<file path="src/rtl/mux16_rr_sched_pkg.sv">
// Shared constants and types for the mux16 round-robin scheduler.
package mux16_rr_sched_pkg;

   localparam int unsigned N_REQ = 16;
   localparam int unsigned SEL_W = 4;
   localparam int unsigned IDX_W = 8;

   typedef enum logic {IDLE, XFER} sched_state_t;

   typedef logic [N_REQ-1:0] req_vec_t;

endpackage

</file>
<file path="src/rtl/mux16_rr_sched_rr_pick16.sv">
// Combinational round-robin pick: rotate requests past the last grant, priority-encode,
// then un-rotate back to an absolute requester index.
module rr_pick16
   import mux16_rr_sched_pkg::*;
(
   input  req_vec_t         req,
   input  logic [SEL_W-1:0] last,
   output logic             any,
   output logic [SEL_W-1:0] pick
);

   logic [SEL_W-1:0] w_start;
   req_vec_t         w_rot;
   logic [SEL_W-1:0] w_off;

   assign w_start = last + 4'd1;

   // w_rot[0] is the requester immediately after the last grant.
   always_comb begin
      w_rot = '0;
      for (int i = 0; i < N_REQ; i++) begin
         w_rot[i] = req[w_start + SEL_W'(i)];
      end
   end

   always_comb begin
      w_off = '0;
      for (int i = N_REQ - 1; i >= 0; i--) begin
         if (w_rot[i]) w_off = SEL_W'(i);
      end
   end

   assign any  = |req;
   assign pick = w_start + w_off;

endmodule

</file>
<file path="src/rtl/mux16_rr_sched.sv">
// Round-robin scheduler granting the 16:1 mux datapath in fixed-length bursts.
// Optional stall timeout enabled by defining MUX16_RR_SCHED_STALL_TIMEOUT_EN.
module mux16_rr_sched
   import mux16_rr_sched_pkg::*;
#(
   parameter int unsigned BURST_LEN = 8,
   parameter int unsigned TIMEOUT   = 32
) (
   input  logic             clk,
   input  logic             rst_n,
   input  req_vec_t         req,
   input  logic             out_ready,
   output logic [SEL_W-1:0] sel,
   output req_vec_t         gnt,
   output logic             out_valid,
   output logic [IDX_W-1:0] bit_idx,
   output logic             burst_done,
   output logic             burst_abort
);

   if (BURST_LEN < 1 || BURST_LEN > 256) begin : g_bad_burst
      $error("BURST_LEN out of range");
   end
   if (TIMEOUT < 1 || TIMEOUT > 65535) begin : g_bad_timeout
      $error("TIMEOUT out of range");
   end

   localparam logic [IDX_W-1:0] LastIdx = IDX_W'(BURST_LEN - 1);

   sched_state_t     r_state, w_state_d;
   logic [SEL_W-1:0] r_last, w_last_d;
   logic [SEL_W-1:0] r_sel, w_sel_d;
   req_vec_t         r_gnt, w_gnt_d;
   logic             r_valid, w_valid_d;
   logic [IDX_W-1:0] r_idx, w_idx_d;
   logic             r_done, w_done_d;
   logic             r_abort, w_abort_d;

   logic             w_any;
   logic [SEL_W-1:0] w_pick;
   logic             w_timeout;

   rr_pick16 u_pick (
      .req  (req),
      .last (r_last),
      .any  (w_any),
      .pick (w_pick)
   );

`ifdef MUX16_RR_SCHED_STALL_TIMEOUT_EN
   logic [15:0] r_stall, w_stall_d;

   // Counter self-clears on any transfer, abort or idle cycle via the default.
   always_comb begin
      w_stall_d = '0;
      w_timeout = 1'b0;
      if (r_state == XFER && !out_ready && req[r_sel]) begin
         if (({1'b0, r_stall} + 17'd1) >= 17'(TIMEOUT)) w_timeout = 1'b1;
         else                                           w_stall_d = r_stall + 16'd1;
      end
   end

   always_ff @(posedge clk or negedge rst_n) begin
      if (!rst_n) r_stall <= '0;
      else        r_stall <= w_stall_d;
   end
`else
   assign w_timeout = 1'b0;
`endif

   always_comb begin
      w_state_d = r_state;
      w_last_d  = r_last;
      w_sel_d   = r_sel;
      w_gnt_d   = r_gnt;
      w_valid_d = r_valid;
      w_idx_d   = r_idx;
      w_done_d  = 1'b0;
      w_abort_d = 1'b0;
      unique case (r_state)
         IDLE: begin
            if (w_any) begin
               w_state_d = XFER;
               w_sel_d   = w_pick;
               w_gnt_d   = req_vec_t'(1) << w_pick;
               w_idx_d   = '0;
               w_valid_d = 1'b1;
            end
         end
         XFER: begin
            // Abort wins over a simultaneous transfer, even on the final bit.
            if (!req[r_sel] || w_timeout) begin
               w_abort_d = 1'b1;
               w_last_d  = r_sel;
               w_state_d = IDLE;
               w_gnt_d   = '0;
               w_valid_d = 1'b0;
               w_idx_d   = '0;
            end else if (out_ready) begin
               if (r_idx == LastIdx) begin
                  w_done_d  = 1'b1;
                  w_last_d  = r_sel;
                  w_state_d = IDLE;
                  w_gnt_d   = '0;
                  w_valid_d = 1'b0;
                  w_idx_d   = '0;
               end else begin
                  w_idx_d = r_idx + 8'd1;
               end
            end
         end
         default: w_state_d = IDLE;
      endcase
   end

   always_ff @(posedge clk or negedge rst_n) begin
      if (!rst_n) begin
         r_state <= IDLE;
         r_last  <= 4'd15;
         r_sel   <= '0;
         r_gnt   <= '0;
         r_valid <= 1'b0;
         r_idx   <= '0;
         r_done  <= 1'b0;
         r_abort <= 1'b0;
      end else begin
         r_state <= w_state_d;
         r_last  <= w_last_d;
         r_sel   <= w_sel_d;
         r_gnt   <= w_gnt_d;
         r_valid <= w_valid_d;
         r_idx   <= w_idx_d;
         r_done  <= w_done_d;
         r_abort <= w_abort_d;
      end
   end

   assign sel         = r_sel;
   assign gnt         = r_gnt;
   assign out_valid   = r_valid;
   assign bit_idx     = r_idx;
   assign burst_done  = r_done;
   assign burst_abort = r_abort;

endmodule

</file>
<file path="config.mk">
export PLATFORM = sky130hd
export DESIGN_NAME = mux16_rr_sched
export DESIGN_NICKNAME = d
export VERILOG_FILES = /design/src/rtl/mux16_rr_sched_pkg.sv /design/src/rtl/mux16_rr_sched_rr_pick16.sv /design/src/rtl/mux16_rr_sched.sv
export SDC_FILE = /design/constraint.sdc
export NUM_CORES = 1
export LEC_CHECK = 0
export CAP_MARGIN = 25
export CORE_ASPECT_RATIO = 1.75
export CORE_MARGIN = 3
export CORE_UTILIZATION = 60
export CTS_CLUSTER_DIAMETER = 30
export DETAILED_ROUTE_END_ITERATION = 6
export GPL_ROUTABILITY_DRIVEN = 0
export PLACE_DENSITY = 0.87
export REMOVE_ABC_BUFFERS = 1
export SETUP_SLACK_MARGIN = 0.3
export SYNTH_ARGS = -nofsm -noshare
export SYNTH_HDL_FRONTEND = slang
export SYNTH_SLANG_ARGS = --single-unit
</file>
<file path="constraint.sdc">
create_clock -name clk -period 12.4 [get_ports clk]
set_input_delay 3.1 -clock clk [delete_from_list [all_inputs] [get_ports clk]]
set_output_delay 3.1 -clock clk [all_outputs]
set_load 0.01 [all_outputs]
</file>
==> flow_summary_export.csv <==
group,metric,value,unit
drt,dr.pass1.iters,4,
timing,fin_tns_setup,0,ns
place,portBuffers,49,
clocking,cts_tree,"done",
worst_hold_path,hold_path_depth,2,
setup_path,r2r_start,"r_last[0]",
drt,vias,3368,
drt,routed_wl,9020,µm
timing,maxSlewViolCount,0,
logic_synthesis,ys_top_cells_by_area,"dfrtp_1, mux4_2, nand3_1, nand2_1, mux2i_1",
timing,max_freq,0.142,GHz
cells_and_area,fin_nets,461,
grt,grt_pass1_vias,3253,
logic_synthesis,synth_edf_count,0,
clocking,clk_transition_reported_paths,0.07,ns
clocking,cts_root_buf,"clkbuf_8",
timing,rsz0062_at_grt,"no",
grt,antenna_found_initial,0,
job,drv_cap,0,
logic_synthesis,yosys-top-cells-count,"nand2_1, nand3_1, dfrtp_1",
logic_synthesis,synthDominantCellAreaShare,0.225,
logic_synthesis,syn_area_per_cell,8.89,µm²
floorplan,rows,36,
cells_and_area,antennaDiodeCount,0,
worst_hold_path,hp-start,"gnt[3]",
grt,grt_pass1_wl,15000,µm
logic_synthesis,yosys_warnings,0,
clocking,cts_resized,0,
logic_synthesis,synth.largest_area_cell,"dfrtp_1",
drt,ant_nets,0,
grt,track_usage,0.270,
drt,drc,0,
setup_path,crit_fanout,6,
setup_path,cpPeakStageDelay,0.51,ns
setup_path,regToRegEndpoint,"gnt[2]",
setup_path,endpoint_kind,"flop",
setup_path,cp-start-kind,"input pin",
grt,grt_max_degree,37,
floorplan,ios,50,
clocking,cts_hold_buf,0,
setup_path,startpoint,"req[4]",
setup_path,cp_num_cells,16,
logic_synthesis,ys_ff_latch,36,
logic_synthesis,yosys.cell_types.count,67,
clocking,cts_setup_buffers,0,
floorplan,die_y,108,µm
logic_synthesis,synth_most_common_cell,"nand2_1",
setup_path,crit_buf_inv,1,
floorplan,die_area,6920,µm²
cells_and_area,syn2layout_area_growth,16.5,%
clocking,numCtsBuffers,5,
drt,drtIter0Drc,229,
logic_synthesis,synthArstFlopShare,1.00,
logic_synthesis,ys.flop_type,"dfrtp_1",
floorplan,core_area,5680,µm²
timing,fin_skew,0.00523,ns
floorplan,dieWidth,64.2,µm
clocking,clkSinkCount,36,
logic_synthesis,synthCells,400,
timing,min_period_over_period,0.570,
drt,avgRoutedWirePerCell,17.6,µm
grt,gr-total-overflow,0,
timing,hold_viol,0,
logic_synthesis,synth_seq_area_share,0.255,
setup_path,cpMaxStageDelayCell,"mux4_2",
timing,setup_violations,0,
cells_and_area,drive_gt1_frac,0.144,
outcome,status,"finished, final reports clean",
clocking,worstSkewPairLatency,0.29,ns
timing,period_needed,7.07,ns
clocking,cts_max_level,2,
setup_path,r2r_slack,6.27,ns
drt,vias_per_cell,6.58,
cells_and_area,stdcell_area,4150,µm²
timing,slew_headroom,0.450,
setup_path,required,12.62,ns
place,dpl-instance-area,4040,µm²
place,hpwl,6980,µm
clocking,cts_buffer_depth,2,
setup_path,path_delay_family,"compound AO/OA/AOI/OAI gates",
setup_path,crit_chain,"clkdlybuf4s50_1 -> mux4_2 -> mux2_2 -> or3_1 -> a21oi_1 -> a21bo_1 -> a211oi_1 -> o31a_1 -> ha_1 -> a21o_1 -> a21oi_1 -> xor2_1 -> nand2_1 -> nor3_1 -> nand3_1 -> nand3_1",
timing,worst_pin_slew,0.825,ns
logic_synthesis,syn_area,3560,µm²
setup_path,critPathKind,"in -> reg",
floorplan,initial_core_util,0.627,
setup_path,crit_arrival,7.29,ns
setup_path,endpoint,"gnt[2]",
worst_hold_path,hp-class,"reg -> reg",
setup_path,r2r_cells,18,
how the worst min path moves through the flow:
stage / end / slack [ns]
global placement: out_valid / 0.48
floorplan: out_valid / 0.52
finish: gnt[3] / 0.49
CTS: gnt[5] / 0.50
detailed placement: gnt[5] / 0.48
global route: gnt[3] / 0.52
final cells by class:
| class | instances | area [µm²] |
|---|---|---|
| Multi-Input combinational cell | 332 | 2490 |
| Fill cell | 442 | 1530 |
| Sequential cell | 36 | 906 |
| Timing Repair Buffer | 52 | 513 |
| Tap cell | 76 | 95.1 |
| Clock buffer | 6 | 72.6 |
| Clock inverter | 2 | 35.0 |
| Inverter | 8 | 30.0 |
kinds of logic after synthesis:
logic type      synth area share
simple gates               0.249
buf+inv                   0.0443
fa+ha+maj                 0.0267
compound gates             0.171
mux                        0.218
xor+xnor                  0.0359
flops                      0.255
sequential cells by signal, indices dropped and copies added, names as in the netlist:
| signal | flops |
|---|---|
| r_state | 1 |
| r_last | 4 |
| burst_done | 1 |
| out_valid | 1 |
| bit_idx | 8 |
| sel | 4 |
| burst_abort | 1 |
| gnt | 16 |
cells in the final DEF (no fill, tap or decap), drive strengths merged, types with 6 or more instances in the layout:
cell           count
dfrtp             32
a21oi             10
nor2              28
mux2              15
nor3              13
o31ai              7
mux2i             17
or2                6
nand2             48
nand3             38
inv                8
o21ai             37
o21a               6
nor4               9
ha                 6
clkdlybuf4s50     49
clkbuf             6
mux4              19
nand2b             8
xnor2              8
tightest hold or removal path: stages, from the launching register on:
cell and delay [ns]:
dfrtp_1 0.34, nand2_1 0.05, nand3_1 0.07
through the flow:
step,hold WS (ns),cells,setup slack [ns],utilization
final,0.491,512,5.33,0.730
after global routing,0.521,512,5.07,0.730
after CTS,0.497,512,5.38,0.730
after detailed placement,0.479,504,5.10,0.711
after global placement,0.475,504,5.24,0.711
after floorplan,0.515,376,5.94,-
metal layers:
layer | part of all wire | routed length [µm] | vias up | global-route usage
li1 | - | - | 1566 | -
met1 | 0.37 | 3330 | 1646 | 0.297
met2 | 0.54 | 4910 | 121 | 0.494
met3 | 0.044 | 395 | 35 | 0.0240
met4 | 0.043 | 386 | 0 | 0.157
met5 | 0 | 0 | - | 0
Power is left out: the tool's default activity adds up to more than one toggle a clock period on the data nets, which glitch-free logic cannot reach.
